**config.mk**
```make
export PLATFORM = sky130hd
export DESIGN_NAME = piccolo128_seq_flat
export DESIGN_NICKNAME = d
export VERILOG_FILES = /design/src/rtl/piccolo128_seq_pkg.sv /design/src/rtl/piccolo128_seq_if.sv /design/src/rtl/piccolo128_round.sv /design/src/rtl/piccolo128_seq.sv /design/src/flat_wrapper.sv
export SDC_FILE = /design/constraint.sdc
export NUM_CORES = 1
export LEC_CHECK = 0
export BUFFER_PORTS_ARGS = -buffer_cell sky130_fd_sc_hd__buf_2
export CAP_MARGIN = 25
export CORE_MARGIN = 10
export CORE_UTILIZATION = 61
export CTS_BUF_LIST = sky130_fd_sc_hd__clkbuf_2
export CTS_CLUSTER_DIAMETER = 200
export DETAILED_ROUTE_END_ITERATION = 7
export GPL_TIMING_DRIVEN = 0
export PLACE_DENSITY = 0.83
export SETUP_SLACK_MARGIN = 0.4
export SYNTH_ARGS = -nofsm -noshare
export SYNTH_HDL_FRONTEND = slang
export SYNTH_SLANG_ARGS = --single-unit
```
**constraint.sdc**
```tcl
create_clock -name clk -period 3.9 [get_ports clk]
set_input_delay 0.195 -clock clk [delete_from_list [all_inputs] [get_ports clk]]
set_output_delay 0.195 -clock clk [all_outputs]
set_load 0.005 [all_outputs]
```
**src/rtl/piccolo128_seq_pkg.sv**
```systemverilog
// Shared types, constants and key-schedule helpers for the Piccolo-128 sequencer.
// Words are 16 bits; key and schedule registers hold eight words, word 0 leftmost.
package piccolo128_seq_pkg;

    localparam int NR_ROUNDS = 31;
    localparam int WORD_W    = 16;
    localparam int BYTE_W    = 8;
    localparam int KEY_WORDS = 8;

    typedef logic [WORD_W-1:0] word_t;
    typedef word_t [0:KEY_WORDS-1] ks_t;

    typedef enum logic [1:0] {
        ST_IDLE,
        ST_RUN,
        ST_DONE
    } seq_state_e;

    typedef struct packed {
        ks_t   ks;
        word_t rk0;
        word_t rk1;
    } ks_out_t;

    function automatic word_t wk0(input ks_t k);
        return {k[0][15:8], k[1][7:0]};
    endfunction

    function automatic word_t wk1(input ks_t k);
        return {k[1][15:8], k[0][7:0]};
    endfunction

    function automatic word_t wk2(input ks_t k);
        return {k[4][15:8], k[7][7:0]};
    endfunction

    function automatic word_t wk3(input ks_t k);
        return {k[7][15:8], k[4][7:0]};
    endfunction

    // Constant pair {con(2i), con(2i+1)} for pair index i.
    function automatic logic [31:0] con(input logic [4:0] i);
        logic [4:0] c;
        c = i + 5'd1;
        return {c, 5'b0, c, 2'b0, c, 5'b0, c} ^ 32'h6547_a98b;
    endfunction

    // Round rnd uses pair index rnd-1; the word shuffle precedes every pair with (2*rnd) mod 8 == 0.
    function automatic ks_out_t ks_step(input ks_t ks, input logic [4:0] rnd);
        ks_out_t     res;
        ks_t         k;
        logic [2:0]  idx0;
        logic [2:0]  idx1;
        logic [31:0] cv;
        k = ks;
        if (rnd[1:0] == 2'b00) begin
            k = {ks[2], ks[1], ks[6], ks[7], ks[0], ks[3], ks[4], ks[5]};
        end
        idx0    = {rnd[1:0], 1'b0};
        idx1    = {rnd[1:0], 1'b1};
        cv      = con(rnd - 5'd1);
        res.ks  = k;
        res.rk0 = k[idx0] ^ cv[31:16];
        res.rk1 = k[idx1] ^ cv[15:0];
        return res;
    endfunction

endpackage

```
**src/rtl/piccolo128_seq_if.sv**
```systemverilog
// Handshake bundle between the Piccolo-128 sequencer and its environment.
interface piccolo128_seq_if;

    logic          key_valid;
    logic          key_ready;
    logic [0:127]  key;
    logic          in_valid;
    logic          in_ready;
    logic [0:63]   in_data;
    logic          out_valid;
    logic          out_ready;
    logic [0:63]   out_data;
    logic          busy;
    logic          key_loaded;

    modport slave (
        input  key_valid, key, in_valid, in_data, out_ready,
        output key_ready, in_ready, out_valid, out_data, busy, key_loaded
    );

    modport master (
        output key_valid, key, in_valid, in_data, out_ready,
        input  key_ready, in_ready, out_valid, out_data, busy, key_loaded
    );

endinterface

```
**src/rtl/piccolo128_round.sv**
```systemverilog
// One combinational Piccolo round: two F-function branches and the optional byte permutation.
module piccolo128_round
    import piccolo128_seq_pkg::*;
(
    input  logic [0:63] state,
    input  word_t       rk0,
    input  word_t       rk1,
    input  logic        last,
    output logic [0:63] next_state
);

    function automatic logic [3:0] sbox(input logic [3:0] x);
        logic [3:0] y;
        case (x)
            4'h0: y = 4'he;  4'h1: y = 4'h4;  4'h2: y = 4'hb;  4'h3: y = 4'h2;
            4'h4: y = 4'h3;  4'h5: y = 4'h8;  4'h6: y = 4'h0;  4'h7: y = 4'h9;
            4'h8: y = 4'h1;  4'h9: y = 4'ha;  4'ha: y = 4'h7;  4'hb: y = 4'hf;
            4'hc: y = 4'h6;  4'hd: y = 4'hc;  4'he: y = 4'h5;  default: y = 4'hd;
        endcase
        return y;
    endfunction

    // Doubling in GF(2^4) modulo x^4 + x + 1.
    function automatic logic [3:0] mul2(input logic [3:0] x);
        return {x[2:0], 1'b0} ^ (x[3] ? 4'h3 : 4'h0);
    endfunction

    function automatic word_t f_func(input word_t x);
        logic [3:0] s0, s1, s2, s3;
        logic [3:0] y0, y1, y2, y3;
        s0 = sbox(x[15:12]);
        s1 = sbox(x[11:8]);
        s2 = sbox(x[7:4]);
        s3 = sbox(x[3:0]);
        y0 = mul2(s0) ^ mul2(s1) ^ s1 ^ s2 ^ s3;
        y1 = s0 ^ mul2(s1) ^ mul2(s2) ^ s2 ^ s3;
        y2 = s0 ^ s1 ^ mul2(s2) ^ mul2(s3) ^ s3;
        y3 = mul2(s0) ^ s0 ^ s1 ^ s2 ^ mul2(s3);
        return {sbox(y0), sbox(y1), sbox(y2), sbox(y3)};
    endfunction

    logic [0:63] mixed;

    always_comb begin
        mixed[0:15]  = state[0:15];
        mixed[16:31] = state[16:31] ^ f_func(state[0:15]) ^ rk0;
        mixed[32:47] = state[32:47];
        mixed[48:63] = state[48:63] ^ f_func(state[32:47]) ^ rk1;
        if (last) begin
            next_state = mixed;
        end else begin
            next_state = {mixed[16:23], mixed[56:63], mixed[32:39], mixed[8:15],
                          mixed[48:55], mixed[24:31], mixed[0:7],   mixed[40:47]};
        end
    end

endmodule

```
**src/rtl/piccolo128_seq.sv**
```systemverilog
// Piccolo-128 block sequencer: key/plaintext intake, 31 iterations of one round, whitened output.
module piccolo128_seq
    import piccolo128_seq_pkg::*;
#(
    parameter int NR = NR_ROUNDS
)
(
    input  logic           clk,
    input  logic           reset,
    piccolo128_seq_if.slave bus
);

    localparam logic [4:0] LAST_RND = 5'(NR);

    seq_state_e  state_q, state_d;
    logic [4:0]  rnd_q, rnd_d;
    ks_t         ks_q, ks_d;
    ks_t         mkey_q, mkey_d;
    logic [0:63] data_q, data_d;
    logic        key_loaded_q, key_loaded_d;

    ks_out_t     ks_res;
    logic [0:63] round_out;
    logic        key_ready, in_ready, out_valid, busy;
    logic [0:63] out_data;

    assign ks_res = ks_step(ks_q, rnd_q);

    piccolo128_round u_round (
        .state      (data_q),
        .rk0        (ks_res.rk0),
        .rk1        (ks_res.rk1),
        .last       (rnd_q == LAST_RND),
        .next_state (round_out)
    );

    always_ff @(posedge clk or negedge reset) begin
        if (!reset) begin
            state_q      <= ST_IDLE;
            rnd_q        <= '0;
            ks_q         <= '0;
            mkey_q       <= '0;
            data_q       <= '0;
            key_loaded_q <= 1'b0;
        end else begin
            state_q      <= state_d;
            rnd_q        <= rnd_d;
            ks_q         <= ks_d;
            mkey_q       <= mkey_d;
            data_q       <= data_d;
            key_loaded_q <= key_loaded_d;
        end
    end

    // A key offer in IDLE always takes priority over a simultaneous plaintext offer.
    always_comb begin
        state_d      = state_q;
        rnd_d        = rnd_q;
        ks_d         = ks_q;
        mkey_d       = mkey_q;
        data_d       = data_q;
        key_loaded_d = key_loaded_q;
        key_ready    = 1'b0;
        in_ready     = 1'b0;
        out_valid    = 1'b0;
        out_data     = '0;
        busy         = 1'b0;
        case (state_q)
            ST_IDLE: begin
                key_ready = 1'b1;
                in_ready  = key_loaded_q && !bus.key_valid;
                if (bus.key_valid) begin
                    mkey_d       = bus.key;
                    key_loaded_d = 1'b1;
                end else if (bus.in_valid && in_ready) begin
                    data_d  = {bus.in_data[0:15]  ^ wk0(mkey_q), bus.in_data[16:31],
                               bus.in_data[32:47] ^ wk1(mkey_q), bus.in_data[48:63]};
                    rnd_d   = 5'd1;
                    ks_d    = mkey_q;
                    state_d = ST_RUN;
                end
            end
            ST_RUN: begin
                busy   = 1'b1;
                data_d = round_out;
                ks_d   = ks_res.ks;
                if (rnd_q == LAST_RND) begin
                    state_d = ST_DONE;
                end else begin
                    rnd_d = rnd_q + 5'd1;
                end
            end
            ST_DONE: begin
                busy      = 1'b1;
                out_valid = 1'b1;
                out_data  = {data_q[0:15]  ^ wk2(mkey_q), data_q[16:31],
                             data_q[32:47] ^ wk3(mkey_q), data_q[48:63]};
                if (bus.out_ready) begin
                    state_d = ST_IDLE;
                    rnd_d   = '0;
                end
            end
            default: begin
                state_d = ST_IDLE;
            end
        endcase
    end

    assign bus.key_ready  = key_ready;
    assign bus.in_ready   = in_ready;
    assign bus.out_valid  = out_valid;
    assign bus.out_data   = out_data;
    assign bus.busy       = busy;
    assign bus.key_loaded = key_loaded_q;

endmodule

```
**src/flat_wrapper.sv**
```systemverilog
// flat-port wrapper written by rule: the top's interface ports become plain ports
module piccolo128_seq_flat import piccolo128_seq_pkg::*;
#(
    parameter int NR = NR_ROUNDS
)
  (clk, reset, bus_key_valid, bus_key, bus_in_valid, bus_in_data, bus_out_ready, bus_key_ready, bus_in_ready, bus_out_valid, bus_out_data, bus_busy, bus_key_loaded);
  piccolo128_seq_if bus_i ();
  input  logic clk;
  input  logic reset;
  input wire logic [$bits(bus_i.key_valid)-1:0] bus_key_valid;
  input wire logic [$bits(bus_i.key)-1:0] bus_key;
  input wire logic [$bits(bus_i.in_valid)-1:0] bus_in_valid;
  input wire logic [$bits(bus_i.in_data)-1:0] bus_in_data;
  input wire logic [$bits(bus_i.out_ready)-1:0] bus_out_ready;
  output wire logic [$bits(bus_i.key_ready)-1:0] bus_key_ready;
  output wire logic [$bits(bus_i.in_ready)-1:0] bus_in_ready;
  output wire logic [$bits(bus_i.out_valid)-1:0] bus_out_valid;
  output wire logic [$bits(bus_i.out_data)-1:0] bus_out_data;
  output wire logic [$bits(bus_i.busy)-1:0] bus_busy;
  output wire logic [$bits(bus_i.key_loaded)-1:0] bus_key_loaded;
  assign bus_i.key_valid = bus_key_valid;
  assign bus_i.key = bus_key;
  assign bus_i.in_valid = bus_in_valid;
  assign bus_i.in_data = bus_in_data;
  assign bus_i.out_ready = bus_out_ready;
  assign bus_key_ready = bus_i.key_ready;
  assign bus_in_ready = bus_i.in_ready;
  assign bus_out_valid = bus_i.out_valid;
  assign bus_out_data = bus_i.out_data;
  assign bus_busy = bus_i.busy;
  assign bus_key_loaded = bus_i.key_loaded;
  piccolo128_seq #(.NR(NR)) u_core (.clk(clk), .reset(reset), .bus(bus_i));
endmodule
```
## After elaboration in Yosys (flattened, before gate mapping)

Memories as Yosys holds them, arrays and structs flattened.
Index checks and enable logic that the tools add are counted.

- Magnitude comparators: 2
- Add/sub/neg operators: 3
- Muxes and demuxes: 37
- Equal/unequal tests: 8
- Reduce and logical (&&, ||, !) cells: 13
- Bitwise gates (word level): 53

Operators with widths:

| kind | number |
|---|---|
| 2-to-1 mux 128 bit | 3 |
| 2-to-1 mux 64 bit | 4 |
| one-hot mux 128 bit (2 select lines) | 1 |
| bitwise XOR 16 bit | 10 |
| bitwise XOR 4 bit | 33 |
| one-hot mux 64 bit (2 select lines) | 1 |
| binary-select mux 16 bit (select 3 bit) | 2 |
| 2-to-1 mux 16 bit | 4 |
| bitwise XOR 4 x 2 -> 4 bit | 7 |
| 2-to-1 mux 2 bit | 12 |
| 2-to-1 mux 5 bit | 4 |
| inverter 16 bit | 1 |
| one-hot mux 5 bit (3 select lines) | 1 |
| adder 5 x 1 -> 5 bit, second input constant | 2 |
| >= comparator 4 bit, second input constant | 2 |
| inequality test 2 bit, second input constant | 4 |
| inverter 3 -> 4 bit | 2 |
| AND reduction 4 bit | 2 |
| one-hot mux 2 bit (3 select lines) | 1 |
| equality test 5 bit, second input constant | 1 |
| AND reduction 5 bit | 1 |
| subtractor 5 x 1 -> 5 bit, second input constant | 1 |
| logical NOT 2 bit | 2 |
| 2-to-1 mux 1 bit | 4 |
| other kinds (10) | 11 |

- Input port bits: 197
- Memories kept: 16
- Register bits after elaboration: 328
- Word-level logic and storage cells: 153
- Memory bits (read-only): 1,024

Memories:

| name | words | width | rd ports | clocked after memory_dff | write ports | RTL line | text |
|---|---|---|---|---|---|---|---|
| (name not given) | 16 | 4 | 1 | 0 | 0 | piccolo128_round.sv:14 | `case (x)` |
| (name not given) | 16 | 4 | 1 | 0 | 0 | piccolo128_round.sv:14 |  |
| (name not given) | 16 | 4 | 1 | 0 | 0 | piccolo128_round.sv:14 |  |
| (name not given) | 16 | 4 | 1 | 0 | 0 | piccolo128_round.sv:14 |  |
| (name not given) | 16 | 4 | 1 | 0 | 0 | piccolo128_round.sv:14 |  |
| (name not given) | 16 | 4 | 1 | 0 | 0 | piccolo128_round.sv:14 |  |
| 10 more memories | - | - | - | - | - | - |  |

## Depth between registers and ports, before layout

An unclocked memory read counts as a cell.

- Depth in word-level cells: 12
- Gate-level depth with buffers: 17
- Depth with buffers taken out: 14

## Cells and area by module

A second synthesis with hierarchy kept.

- Cell total of the unflattened synthesis: 2,362
- Area, all modules: 22,541.6 sq um

By module, submodules not included:

| module | cells an instance | area each (sq um) | instances |
|---|---|---|---|
| piccolo128_seq | 1,749 | 17,510.5 | 1 |
| piccolo128_round | 613 | 5,031.1 | 1 |

## Worst setup path after synthesis

No wires, ideal clock.

- Kind: register to register
- Start point: register u_core.rnd_q[1]
- End point: register u_core.data_q[30] (netlist name)
- Data arrival time: 3,107 ps
- Period minus slack after synthesis: 3,233 ps
- Cell stages (with the launch flop): 16
- Library setup time: 126 ps
- Path slack: 667 ps
- Buffers on the path: 7
- Required time: 3,774 ps
- Path through: dfrtp_1 > buf_2 > inv_1 > buf_1 > ha_1 > clkbuf_1 > buf_2 > buf_2 > buf_2 > buf_2 > o21ai_0 > a21oi_1 > xor2_1 > nand2_1 > mux2i_1 > nor3_2

- Longest elaborated chain between the ends: 9
- Elaborated cells on any way between the ends: 11

Ends and longest elaborated chain:

| element | RTL line | text |
|---|---|---|
| start: declaration | piccolo128_seq.sv:16 | `logic [4:0] rnd_q, rnd_d;` |
| start signal: assignment | piccolo128_seq.sv:47 | `rnd_q <= rnd_d;` |
| logical NOT 2 bit | piccolo128_seq_pkg.sv:56 | `if (rnd[1:0] == 2'b00) begin` |
| 2-to-1 mux 128 bit | piccolo128_seq_pkg.sv:56 |  |
| binary-select mux 16 bit (select 3 bit) | piccolo128_seq_pkg.sv:63 | `res.rk0 = k[idx0] ^ cv[31:16];` |
| 2-to-1 mux 16 bit (implied by the code) (2 in a row) | piccolo128_seq_pkg.sv:63 |  |
| bitwise XOR 16 bit | piccolo128_seq_pkg.sv:63 |  |
| bitwise XOR 16 bit | piccolo128_round.sv:46 | `mixed[16:31] = state[16:31] ^ f_func(state[0:15]) ^ rk0;` |
| 2-to-1 mux 64 bit * | piccolo128_round.sv:49 | `if (last) begin` |
| one-hot mux 64 bit (2 select lines) * | piccolo128_seq.sv:68 | `case (state_q)` |
| end signal: assignment | piccolo128_seq.sv:50 | `data_q <= data_d;` |
| end: declaration | piccolo128_seq.sv:19 | `logic [0:63] data_q, data_d;` |

Mark *: on every way between the ends. The rest lies on a longest branch, timed or not. The select of a mux whose other input is x is not followed.
A chain may end at the register's enable or synchronous reset.

## Worst setup path in the final report

- Start point: register u_core.data_q[7] (netlist name)
- End point: register u_core.data_q[27] (netlist name)

- Longest elaborated chain between the ends: 10

Ends and longest elaborated chain:

| element | RTL line | text |
|---|---|---|
| memory read (16 x 4 bit) | - |  |
| bitwise XOR 4 bit (4 in a row) | piccolo128_round.sv:37 | `y2 = s0 ^ s1 ^ mul2(s2) ^ mul2(s3) ^ s3;` |
| memory read (16 x 4 bit) | - |  |
| bitwise XOR 16 bit (2 in a row) | piccolo128_round.sv:46 |  |
| 2-to-1 mux 64 bit | piccolo128_round.sv:49 |  |
| one-hot mux 64 bit (2 select lines) | piccolo128_seq.sv:68 |  |

Every way passes these cells. The select of a mux whose other input is x is not followed.

==> key figures <==
Outcome
  – Outcome: finished with violations
  – Failing checks: DRC, hold timing

Routing
  – Total Wirelength: around 110 mm
  – Avg WL per Cell: about 31 microns
  – Post-route ant nets: 0
  – Iter 0 DRT Violations: approximately 4.2k
  – # DRC: 29
  – Routed vias: between 20k and 25k
  – Vias per inst: between 6 and 7
  – DRT Pass-1 Iters: 8

Timing
  – Minimum clock period: around 3.5 ns
  – Final-report hold violation count: 2
  – Slew headroom: 0.222
  – Setup tns final: 0 ns
  – RSZ-0062 raised after global routing: true
  – Fmax: around 280 MHz
  – Setup violators final: 0
  – Final count of pins violating max slew: 0
  – Clk_skew: approximately 0.13 ns
  – Worst Tran Pin Value: 1.16 ns
  – Crit share post-route: 0.904
  – Final hold slack: -0.00902 ns

Cells and area
  – Final Util: 0.806
  – Final #Nets: approximately 3.2k
  – Syn-to-layout area delta: 30.4%
  – Finished Layout Cells: 3,482
  – Fill count: approximately 2.1k
  – Design area: roughly 29,000 sq um
  – Layout cells sized above 1: 0.258

Floorplan
  – # rows: about 70
  – Die Y: around 210 microns
  – Num ports: approximately 270
  – Die W: around 210 microns
  – Core Area: ~36,000 sq um
  – Starting density of the core: 0.618
  – Die area: 44,000 sq um

Setup path
  – Critical Path Fanout Max: 7
  – CP Data Required Time: roughly 4.8 ns
  – Kind of end point of the critical path: register
  – Reg2Reg Setup Slack: 0.37 ns
  – Worst r2r path cells: 12
  – Worst Path Arrival: ~4.4 ns
  – Worst setup SP type: register
  – Critical path class: reg -> reg

Placement
  – Port bufs: roughly 270
  – Gpl congestion: roughly 1
  – Post-DP Area: roughly 24,000 sq um
  – DP Cell Count: slightly below 3k
  – DP Wirelength: between 60 and 70 mm

Synth
  – Syn_area_per_cell: 9.77 sq um
  – Top cells by count, synth: dfrtp_1 (328), o21ai_0 (234), a21oi_1 (168), xnor2_1 (168), mux2_2 (154)
  – FFs w/ async S/R, synth: 1.00
  – Synth Register Bits: approximately 330
  – Sequential share of the synthesized area: 0.373
  – Number of enable flip-flop cells after synthesis: 0
  – Cell with the most instances after synthesis: dfrtp_1
  – Net count of the mapped netlist: around 2.5k
  – Most used DFF post-synth: dfrtp_1
  – Cell variety after synth: around 80
  – Synth Cell Area: roughly 22,000 sq um
  – Synth area leaders: dfrtp_1 (37%), mux2_2 (7.9%), xnor2_1 (6.7%), o21ai_0 (5.3%), mux2i_1 (4.3%)
  – Synth Instances: roughly 2.3k
  – Top-area cell type share of the netlist area: 0.373
  – Synth Warn #: 0
  – Post-synth top area cell: dfrtp_1

Clocking
  – Clock transition at path regs: approximately 0.13 ns
  – Num CTS Buffers: 86
  – CTS Sinks: ~330
  – Worst-Skew Late Latency: about 1.1 ns
  – Clk buf depth: 3
  – Root buf cell: clkbuf_2
  – CTS tree: done
  – H-tree levels: 3

Flow run
  – Max-cap viol count: 0

Global routing
  – First-pass GRT wire length: 154 mm
  – Grt ovf: 0
  – Initial antenna violation count: 6
  – Number of global-route vias before repair: roughly 24k
  – GR Util All Layers: 0.465
  – Largest net degree at the start of global routing: between 100 and 150

Min path
  – Hold path cells: 4
  – Hold crit path type: in -> reg
final cells by class:
| class | count | area, sq um | area share |
|---|---|---|---|
| clock inverters | 25 | 95.1 | 0.00332 |
| repair buffers | 619 | 4920 | 0.171 |
| well taps | 461 | 577 | 0.0201 |
| plain buffers | 183 | 911 | 0.0318 |
| flip-flops and latches | 328 | 8220 | 0.287 |
| multi-input cells | 1693 | 13200 | 0.459 |
| diodes | 6 | 15.0 | 0.000524 |
| inverters | 46 | 180 | 0.00628 |
| clock buffers | 121 | 606 | 0.0211 |
metal layers:
layer	wire, microns	GRT usage	share of wire	vias to the layer above
li1	-	-	-	9510
met1	34100	0.521	0.32	11200
met2	46400	0.698	0.43	2511
met3	16300	0.178	0.15	925
met4	11100	0.380	0.10	4
met5	73	0	0.00068	-
per-stage QoR:
stage | hold slack [ns] | setup slack (ns)
floorplan | -0.101 | 0.667
global placement | 0.427 | -3.51
detailed placement | 0.103 | -0.745
CTS | 0.000000555 | 0.401
global route | 0.0404 | 0.359
finish | -0.00902 | 0.373
placed cells by master, fill, tap and decap left out, types with 13 or more instances in the layout:
master         Yosys  final
dlygate4sd3_1      0    335
dfrtp_1          328    321
buf_2             27    282
o21ai_0          234    226
a21oi_1          168    161
xnor2_1          168    157
mux2_2           154    154
clkbuf_2           1    137
nor2_1           118    115
or3_1            114    113
o22ai_1          107    106
clkbuf_1         123    103
nand2_1          100    100
mux2i_1           94     92
ha_1              43     43
and2_1            40     40
inv_1             40     37
nor3_1            33     33
xor2_1            32     30
a211oi_1          33     29
xnor2_2           17     27
buf_4              9     26
mux4_2            21     21
clkinv_1           1     20
xnor3_1           23     20
nand2b_1          19     19
nor3b_1           16     16
o21ai_1            9     15
buf_1             18     14
buf_6              5     14
o211ai_1          13     13
timing repair:
action / in CTS / in global routing
pin swaps: 3 / 13
hold endpoints to repair: 445 / 3
gates cloned: 0 / 0
hold buffers: 333 / 3
resized for setup: 61 / 87
setup buffers: 4 / 8
endpoints found under the setup margin: 189 / 147
path summary, 6_finish.rpt:
kind,from,endpoint
max,u_core.data_q[7],u_core.data_q[27]
min,bus_key_valid,u_core.mkey_q[18]
max reg2reg,u_core.data_q[7],u_core.data_q[27]
min reg2reg,u_core.mkey_q[30],u_core.mkey_q[30]
max in group asynchronous,reset,u_core.rnd_q[0]
min in group asynchronous,reset,u_core.mkey_q[58]
state kept, by name, indices dropped and copies added, names as in the netlist:
signal	cells
u_core.bus.key_loaded	1
u_core.data_q	64
u_core.mkey_q	128
u_core.ks_q	128
u_core.rnd_q	5
u_core.state_q	2
critical path: stages (launching register included):
cell        delay [ns]
dfrtp_1           0.44
buf_6             0.14
clkinvlp_4        0.12
ha_1              0.33
mux4_2            0.51
buf_4             0.18
buf_4             0.13
xnor3_1           0.54
nor2_1            0.08
o21ai_0           0.26
o211ai_2          0.19
xnor2_2           0.23
o221ai_1          0.16
cell families after synthesis:
kind of cell / count (synthesis) / share of synthesized area
adders and majority gates: 43 / 0.0245
DFF: 328 / 0.373
xor gates and xnor gates: 254 / 0.131
AOI/OAI and AO/OA: 634 / 0.167
and+or+nand+nor: 492 / 0.117
muxes: 270 / 0.144
buffers and inverters: 229 / 0.0439
Power is not shown: default switching activity piles up to over one toggle a cycle in this logic, so the estimate is an artifact.
